===== config.mk =====
export PLATFORM = sky130hd
export DESIGN_NAME = sync_fifo_param
export DESIGN_NICKNAME = d
export VERILOG_FILES = /design/src/rtl/fifo_pkg.sv /design/src/rtl/fifo_ram.sv /design/src/rtl/sync_fifo_param.sv
export SDC_FILE = /design/constraint.sdc
export NUM_CORES = 1
export LEC_CHECK = 0
export CAP_MARGIN = 20
export CORE_UTILIZATION = 59
export DETAILED_ROUTE_END_ITERATION = 10
export GPL_TIMING_DRIVEN = 0
export PLACE_DENSITY = 0.8
export SETUP_SLACK_MARGIN = 0.02
export SYNTH_ARGS = -nofsm -noshare
export SYNTH_HDL_FRONTEND = slang
export SYNTH_SLANG_ARGS = --single-unit

===== constraint.sdc =====
create_clock -name clk -period 3.1 [get_ports clk]
set_input_delay 0.31 -clock clk [delete_from_list [all_inputs] [get_ports clk]]
set_output_delay 0.31 -clock clk [all_outputs]
set_load 0.01 [all_outputs]

===== src/rtl/fifo_pkg.sv =====
// ============================================================================
// fifo_pkg : shared defaults and helpers for the synchronous FIFO family
// Rev 1.0  : initial release
// ============================================================================
`default_nettype none

package fifo_pkg;

  localparam int FIFO_DEF_WIDTH = 8;
  localparam int FIFO_DEF_DEPTH = 16;

  function automatic int addr_w(input int depth);
    return $clog2(depth);
  endfunction

endpackage

`default_nettype wire


===== src/rtl/fifo_ram.sv =====
// ============================================================================
// fifo_ram : simple dual-port register file, sync write / async read, no reset
// Rev 1.0  : initial release
// ============================================================================
`default_nettype none

module fifo_ram
  import fifo_pkg::*;
#(
  parameter int DATA_WIDTH = FIFO_DEF_WIDTH,
  parameter int DEPTH      = FIFO_DEF_DEPTH
) (
  input  logic                        clk,
  input  logic                        we_i,
  input  logic [addr_w(DEPTH)-1:0]    waddr_i,
  input  logic [DATA_WIDTH-1:0]       wdata_i,
  input  logic [addr_w(DEPTH)-1:0]    raddr_i,
  output logic [DATA_WIDTH-1:0]       rdata_o
);

  logic [DATA_WIDTH-1:0] mem_q [DEPTH];

  always_ff @(posedge clk) begin
    if (we_i) begin
      mem_q[waddr_i] <= wdata_i;
    end
  end

  assign rdata_o = mem_q[raddr_i];

endmodule

`default_nettype wire


===== src/rtl/sync_fifo_param.sv =====
// ============================================================================
// sync_fifo_param : parametrised single-clock FIFO with FWFT option,
//                   almost flags, occupancy count and sticky error flags
// Rev 1.0         : initial release
// ============================================================================
`default_nettype none

module sync_fifo_param
  import fifo_pkg::*;
#(
  parameter int DATA_WIDTH = FIFO_DEF_WIDTH,
  parameter int DEPTH      = FIFO_DEF_DEPTH,
  parameter int AF_LEVEL   = DEPTH - 2,
  parameter int AE_LEVEL   = 2,
  parameter int FWFT       = 0
) (
  input  logic                     clk,
  input  logic                     rst,
  input  logic                     w_en,
  input  logic [DATA_WIDTH-1:0]    data_in,
  input  logic                     r_en,
  output logic [DATA_WIDTH-1:0]    data_out,
  output logic                     full,
  output logic                     empty,
  output logic                     almost_full,
  output logic                     almost_empty,
  output logic [addr_w(DEPTH):0]   count,
  output logic                     overflow,
  output logic                     underflow,
  input  logic                     clr_err
);

  localparam int ADDR_W = addr_w(DEPTH);
  localparam int PTR_W  = ADDR_W + 1;
  localparam logic [PTR_W-1:0] c_AF_LVL = PTR_W'(AF_LEVEL);
  localparam logic [PTR_W-1:0] c_AE_LVL = PTR_W'(AE_LEVEL);
  localparam logic [PTR_W-1:0] c_ONE    = PTR_W'(1);

  if ((DEPTH < 2) || ((DEPTH & (DEPTH - 1)) != 0)) begin : g_bad_depth
    $error("sync_fifo_param: DEPTH must be a power of 2 and at least 2");
  end
  if ((AF_LEVEL < 0) || (AF_LEVEL > DEPTH)) begin : g_bad_af
    $error("sync_fifo_param: AF_LEVEL must lie within 0..DEPTH");
  end
  if ((AE_LEVEL < 0) || (AE_LEVEL > DEPTH)) begin : g_bad_ae
    $error("sync_fifo_param: AE_LEVEL must lie within 0..DEPTH");
  end

  logic [PTR_W-1:0]      wr_ptr_q, wr_ptr_d;
  logic [PTR_W-1:0]      rd_ptr_q, rd_ptr_d;
  logic                  ovf_q, ovf_d;
  logic                  udf_q, udf_d;
  logic                  w_wr_acc;
  logic                  w_rd_acc;
  logic [DATA_WIDTH-1:0] w_rdata;

  // Flags decode straight from the registered pointers: no extra latency.
  assign empty        = (wr_ptr_q == rd_ptr_q);
  assign full         = (wr_ptr_q[PTR_W-1] != rd_ptr_q[PTR_W-1]) &&
                        (wr_ptr_q[ADDR_W-1:0] == rd_ptr_q[ADDR_W-1:0]);
  assign count        = wr_ptr_q - rd_ptr_q;
  assign almost_full  = (count >= c_AF_LVL);
  assign almost_empty = (count <= c_AE_LVL);
  assign overflow     = ovf_q;
  assign underflow    = udf_q;

  assign w_wr_acc = w_en && !full;
  assign w_rd_acc = r_en && !empty;

  always_comb begin
    wr_ptr_d = wr_ptr_q;
    rd_ptr_d = rd_ptr_q;
    if (w_wr_acc) begin
      wr_ptr_d = wr_ptr_q + c_ONE;
    end
    if (w_rd_acc) begin
      rd_ptr_d = rd_ptr_q + c_ONE;
    end
    // A new error event outranks a clear in the same cycle.
    ovf_d = (w_en && full)  || (ovf_q && !clr_err);
    udf_d = (r_en && empty) || (udf_q && !clr_err);
  end

  always_ff @(posedge clk or posedge rst) begin
    if (rst) begin
      wr_ptr_q <= '0;
      rd_ptr_q <= '0;
      ovf_q    <= 1'b0;
      udf_q    <= 1'b0;
    end else begin
      wr_ptr_q <= wr_ptr_d;
      rd_ptr_q <= rd_ptr_d;
      ovf_q    <= ovf_d;
      udf_q    <= udf_d;
    end
  end

  fifo_ram #(
    .DATA_WIDTH (DATA_WIDTH),
    .DEPTH      (DEPTH)
  ) u_ram (
    .clk     (clk),
    .we_i    (w_wr_acc),
    .waddr_i (wr_ptr_q[ADDR_W-1:0]),
    .wdata_i (data_in),
    .raddr_i (rd_ptr_q[ADDR_W-1:0]),
    .rdata_o (w_rdata)
  );

  if (FWFT != 0) begin : g_fwft
    // Head word is forced to zero while empty so reset reads back as zero.
    assign data_out = empty ? '0 : w_rdata;
  end else begin : g_std
    logic [DATA_WIDTH-1:0] dout_q, dout_d;

    always_comb begin
      dout_d = dout_q;
      if (w_rd_acc) begin
        dout_d = w_rdata;
      end
    end

    always_ff @(posedge clk or posedge rst) begin
      if (rst) begin
        dout_q <= '0;
      end else begin
        dout_q <= dout_d;
      end
    end

    assign data_out = dout_q;
  end

endmodule

`default_nettype wire


==> results.py <==
metrics = {
    "die": {
        "die_h_microns": 103,
        "dieArea_sq_um": 10700,
        "rows": 36,
        "io_pins": 32,
        "start_util_pct": 61.6,
        "dieWidth_microns": 103,
        "core_region_area_sq_um": 9860,
    },
    "job": {
        "maxCapViolations": 0,
    },
    "clock_network": {
        "cts_sinks": 148,
        "htreeDepth": 4,
        "clk_pin_slew_ns": 0.06,
        "ctsHoldBuffers": 0,
        "cts_tree": "yes",
        "cts_root_buffer": "clkbuf_8",
        "cts_buffers": 17,
        "clk_latency_ns": 0.52,
        "clockBufferDepth": 2,
    },
    "sta": {
        "slew_headroom_pct": 42.3,
        "hold_slack_ns": 0.296,
        "period_needed_ns": 2.98,
        "finalHoldViolCount": 0,
        "drv_slew": 0,
        "fmax_mhz": 335,
        "setup_ws_ns": 0.117,
        "worstMarginPinSlew_ns": 0.864,
        "fin_crit_sh_pct": 96.2,
        "rsz0062_at_grt": "true",
        "report.final.setup_viol": 0,
        "fin_worst_skew_ns": 0.0105,
    },
    "final_layout": {
        "stdcell_count": 566,
        "syn_to_final_growth_pct": 18.4,
        "num_antenna_cells": 0,
        "nNetsFinal": 444,
        "drive_gt1_share_pct": 17.8,
        "stdcell_area_sq_um": 7190,
        "fin_util_pct": 72.9,
    },
    "global_route": {
        "track_usage_pct": 25.6,
        "grt_pass1_vias": 3303,
        "globalRouteMet3Util_pct": 6.32,
        "grtUsageMet1_pct": 37.5,
        "met2_usage_pct": 37.4,
        "grt_max_degree": 21,
        "antenna_found_initial": 0,
        "grt_pass1_wl_mm": 18.6,
        "busiest_layer": "met1",
        "grt_overflow": 0,
    },
    "logic_synthesis": {
        "yosys_warnings": 0,
        "synth_edf_count": 128,
        "ys_seq_elements": 148,
        "synth_top_area_share_pct": 63.3,
        "syn_nets": 392,
        "synth_area_leaders": "edfxtp_1 (63%), dfrtp_1 (8.2%), mux2i_1 (7.9%)",
        "synthFlopType": "edfxtp_1",
        "synth-seq-area-share_pct": 71.5,
        "synth_top_area_cell": "edfxtp_1",
        "yosysMostFrequentCell": "edfxtp_1",
        "syn_inst": 369,
        "synth-async-reset-ratio_pct": 13.5,
        "synth_common_cells": "edfxtp_1 (128), mux2i_1 (48), nor2_1 (29), dfrtp_1 (20), o22ai_1 (16)",
        "yosys.cell_types.count": 41,
        "synth_area_sq_um": 6070,
        "syn-mean-instance-area_sq_um": 16.5,
    },
    "route": {
        "via_count": 3441,
        "ant_nets": 0,
        "routed_via_density": 6.08,
        "drt_iter0_drc": 288,
        "drtPass1Iterations": 6,
        "drt-total-wl_mm": 12.4,
        "wl_per_cell_microns": 21.9,
        "drcViolationCount": 0,
    },
    "worst_setup_path": {
        "cp.required_ns": 2.79,
        "worstSetupPathType": "reg2out",
        "startpoint": "rd_ptr_q[1]",
        "cp_max_fo": 10,
        "crit_chain": "buf_12, inv_2, ha_1, nor2b_1, o21a_1, or3_1, a41o_1, dlygate4sd2_1",
        "critical-path-top-delay-family": "buffers and inverters",
        "cp.buffers_inverters": 3,
        "cpMaxStageDelayCell": "dfrtp_2",
        "reg2reg_from": "rd_ptr_q[2]",
        "critPathMaxStageDelay_ns": 0.45,
        "cp-end-kind": "output pin",
        "crit_path_start_kind": "flop",
        "cp_data_arrival_time_ns": 2.67,
    },
    "hold_path": {
        "hold_path.class": "in2async",
    },
    "placement": {
        "placed_area_sq_um": 6570,
        "place_congestion": 0.820,
        "dp_slack_ns": -0.304,
        "place.port_buffers": 31,
        "hpwl_mm": 7.80,
        "dp_cells": 535,
    },
    "power_and_ir_drop": {
        "leakagePower_nw": 2.57,
        "p_per_area_nw_per_um2": 1010,
        "irDropWorstVdd_mv": 0.736,
    },
    "run_status": {
        "status": "finished clean",
    },
}
## where the power goes
part	total (mW)	switching [mW]	internal, mW
Sequential	2.63	0.158	2.48
Combinational	2.77	1.52	1.25
Clock	1.89	0.727	1.16
Total	7.30	2.40	4.89
## metrics by stage
| stage | total power, mW | TNS [ns] |
|---|---|---|
| 6_report | 7.30 | 0 |
| 3_3_place_gp | 5.29 | -8.86 |
| 2_1_floorplan | 4.40 | 0 |
| 4_1_cts | 7.23 | 0 |
| 5_1_grt | 7.64 | -0.427 |
| 3_5_place_dp | 5.37 | -5.91 |
## state kept, by name, indices dropped and copies added, names as in the netlist
signal	cells
data_out	8
rd_ptr_q	5
u_ram.mem_q	128
overflow	1
underflow	1
wr_ptr_q	5
## worst paths after layout
path | endpoint | cells after the start | slack [ns]
setup / recovery | almost_full | 8 | 0.12
hold / removal | wr_ptr_q[4] | 2 | 0.30
setup reg to reg | u_ram.mem_q[10][2] | 8 | 0.12
hold reg to reg | overflow | 2 | 0.53
max in group asynchronous | rd_ptr_q[1] | 2 | 2.21
min in group clk | overflow | 3 | 0.37
## final cells by class
class / count / area [sq um]
buffer: 16 / 128
clock buffer: 26 / 498
clock inverter: 5 / 50.0
fill: 593 / 2670
inverter: 11 / 41.3
multi-input combinational: 191 / 1600
sequential: 148 / 4350
tap: 133 / 166
timing repair buffer: 36 / 364
## cell families (layout without fill, tap and decap cells)
group,count (synthesis),in the layout,share of synthesized area [%]
flip-flops,148,148,71.5
AO/OA/AOI/OAI,53,53,5.81
adder cells (fa/ha/maj),10,10,2.18
XOR/XNOR,12,12,1.73
buffers and inverters,30,94,3.23
multiplexers,56,56,10.9
AND/OR/NAND/NOR,60,60,4.66
## cells in the final DEF (no fill, tap or decap), types with 5 or more instances in the layout
cell type,synthesis,final
nor2_2,0,8
edfxtp_1,128,128
inv_1,8,7
clkbuf_1,3,6
mux2i_1,48,48
a221oi_1,8,8
nor2_1,29,21
clkbuf_8,0,6
buf_4,2,7
nand2_1,10,10
clkdlybuf4s50_1,0,27
mux4_2,8,8
o21ai_1,13,13
buf_2,6,5
clkbuf_16,0,16
a31oi_1,8,8
xnor2_1,9,9
dfrtp_1,20,18
o22ai_1,16,16
ha_1,9,9
## per-layer routing
layer	up-vias	routed length (microns)
li1	1532	-
met1	1726	5460
met2	164	5740
met3	19	919
met4	0	276
met5	-	0
## what timing repair did
item | in CTS | in global routing
setup endpoints to repair | 88 | 103
cloned | 1 | 0
pin swaps | 0 | 0
resized for setup | 11 | 18
hold endpoints to repair | 0 | 0
buffers inserted | 2 | 0
No activity file was read; power rests on OpenSTA's default activity.
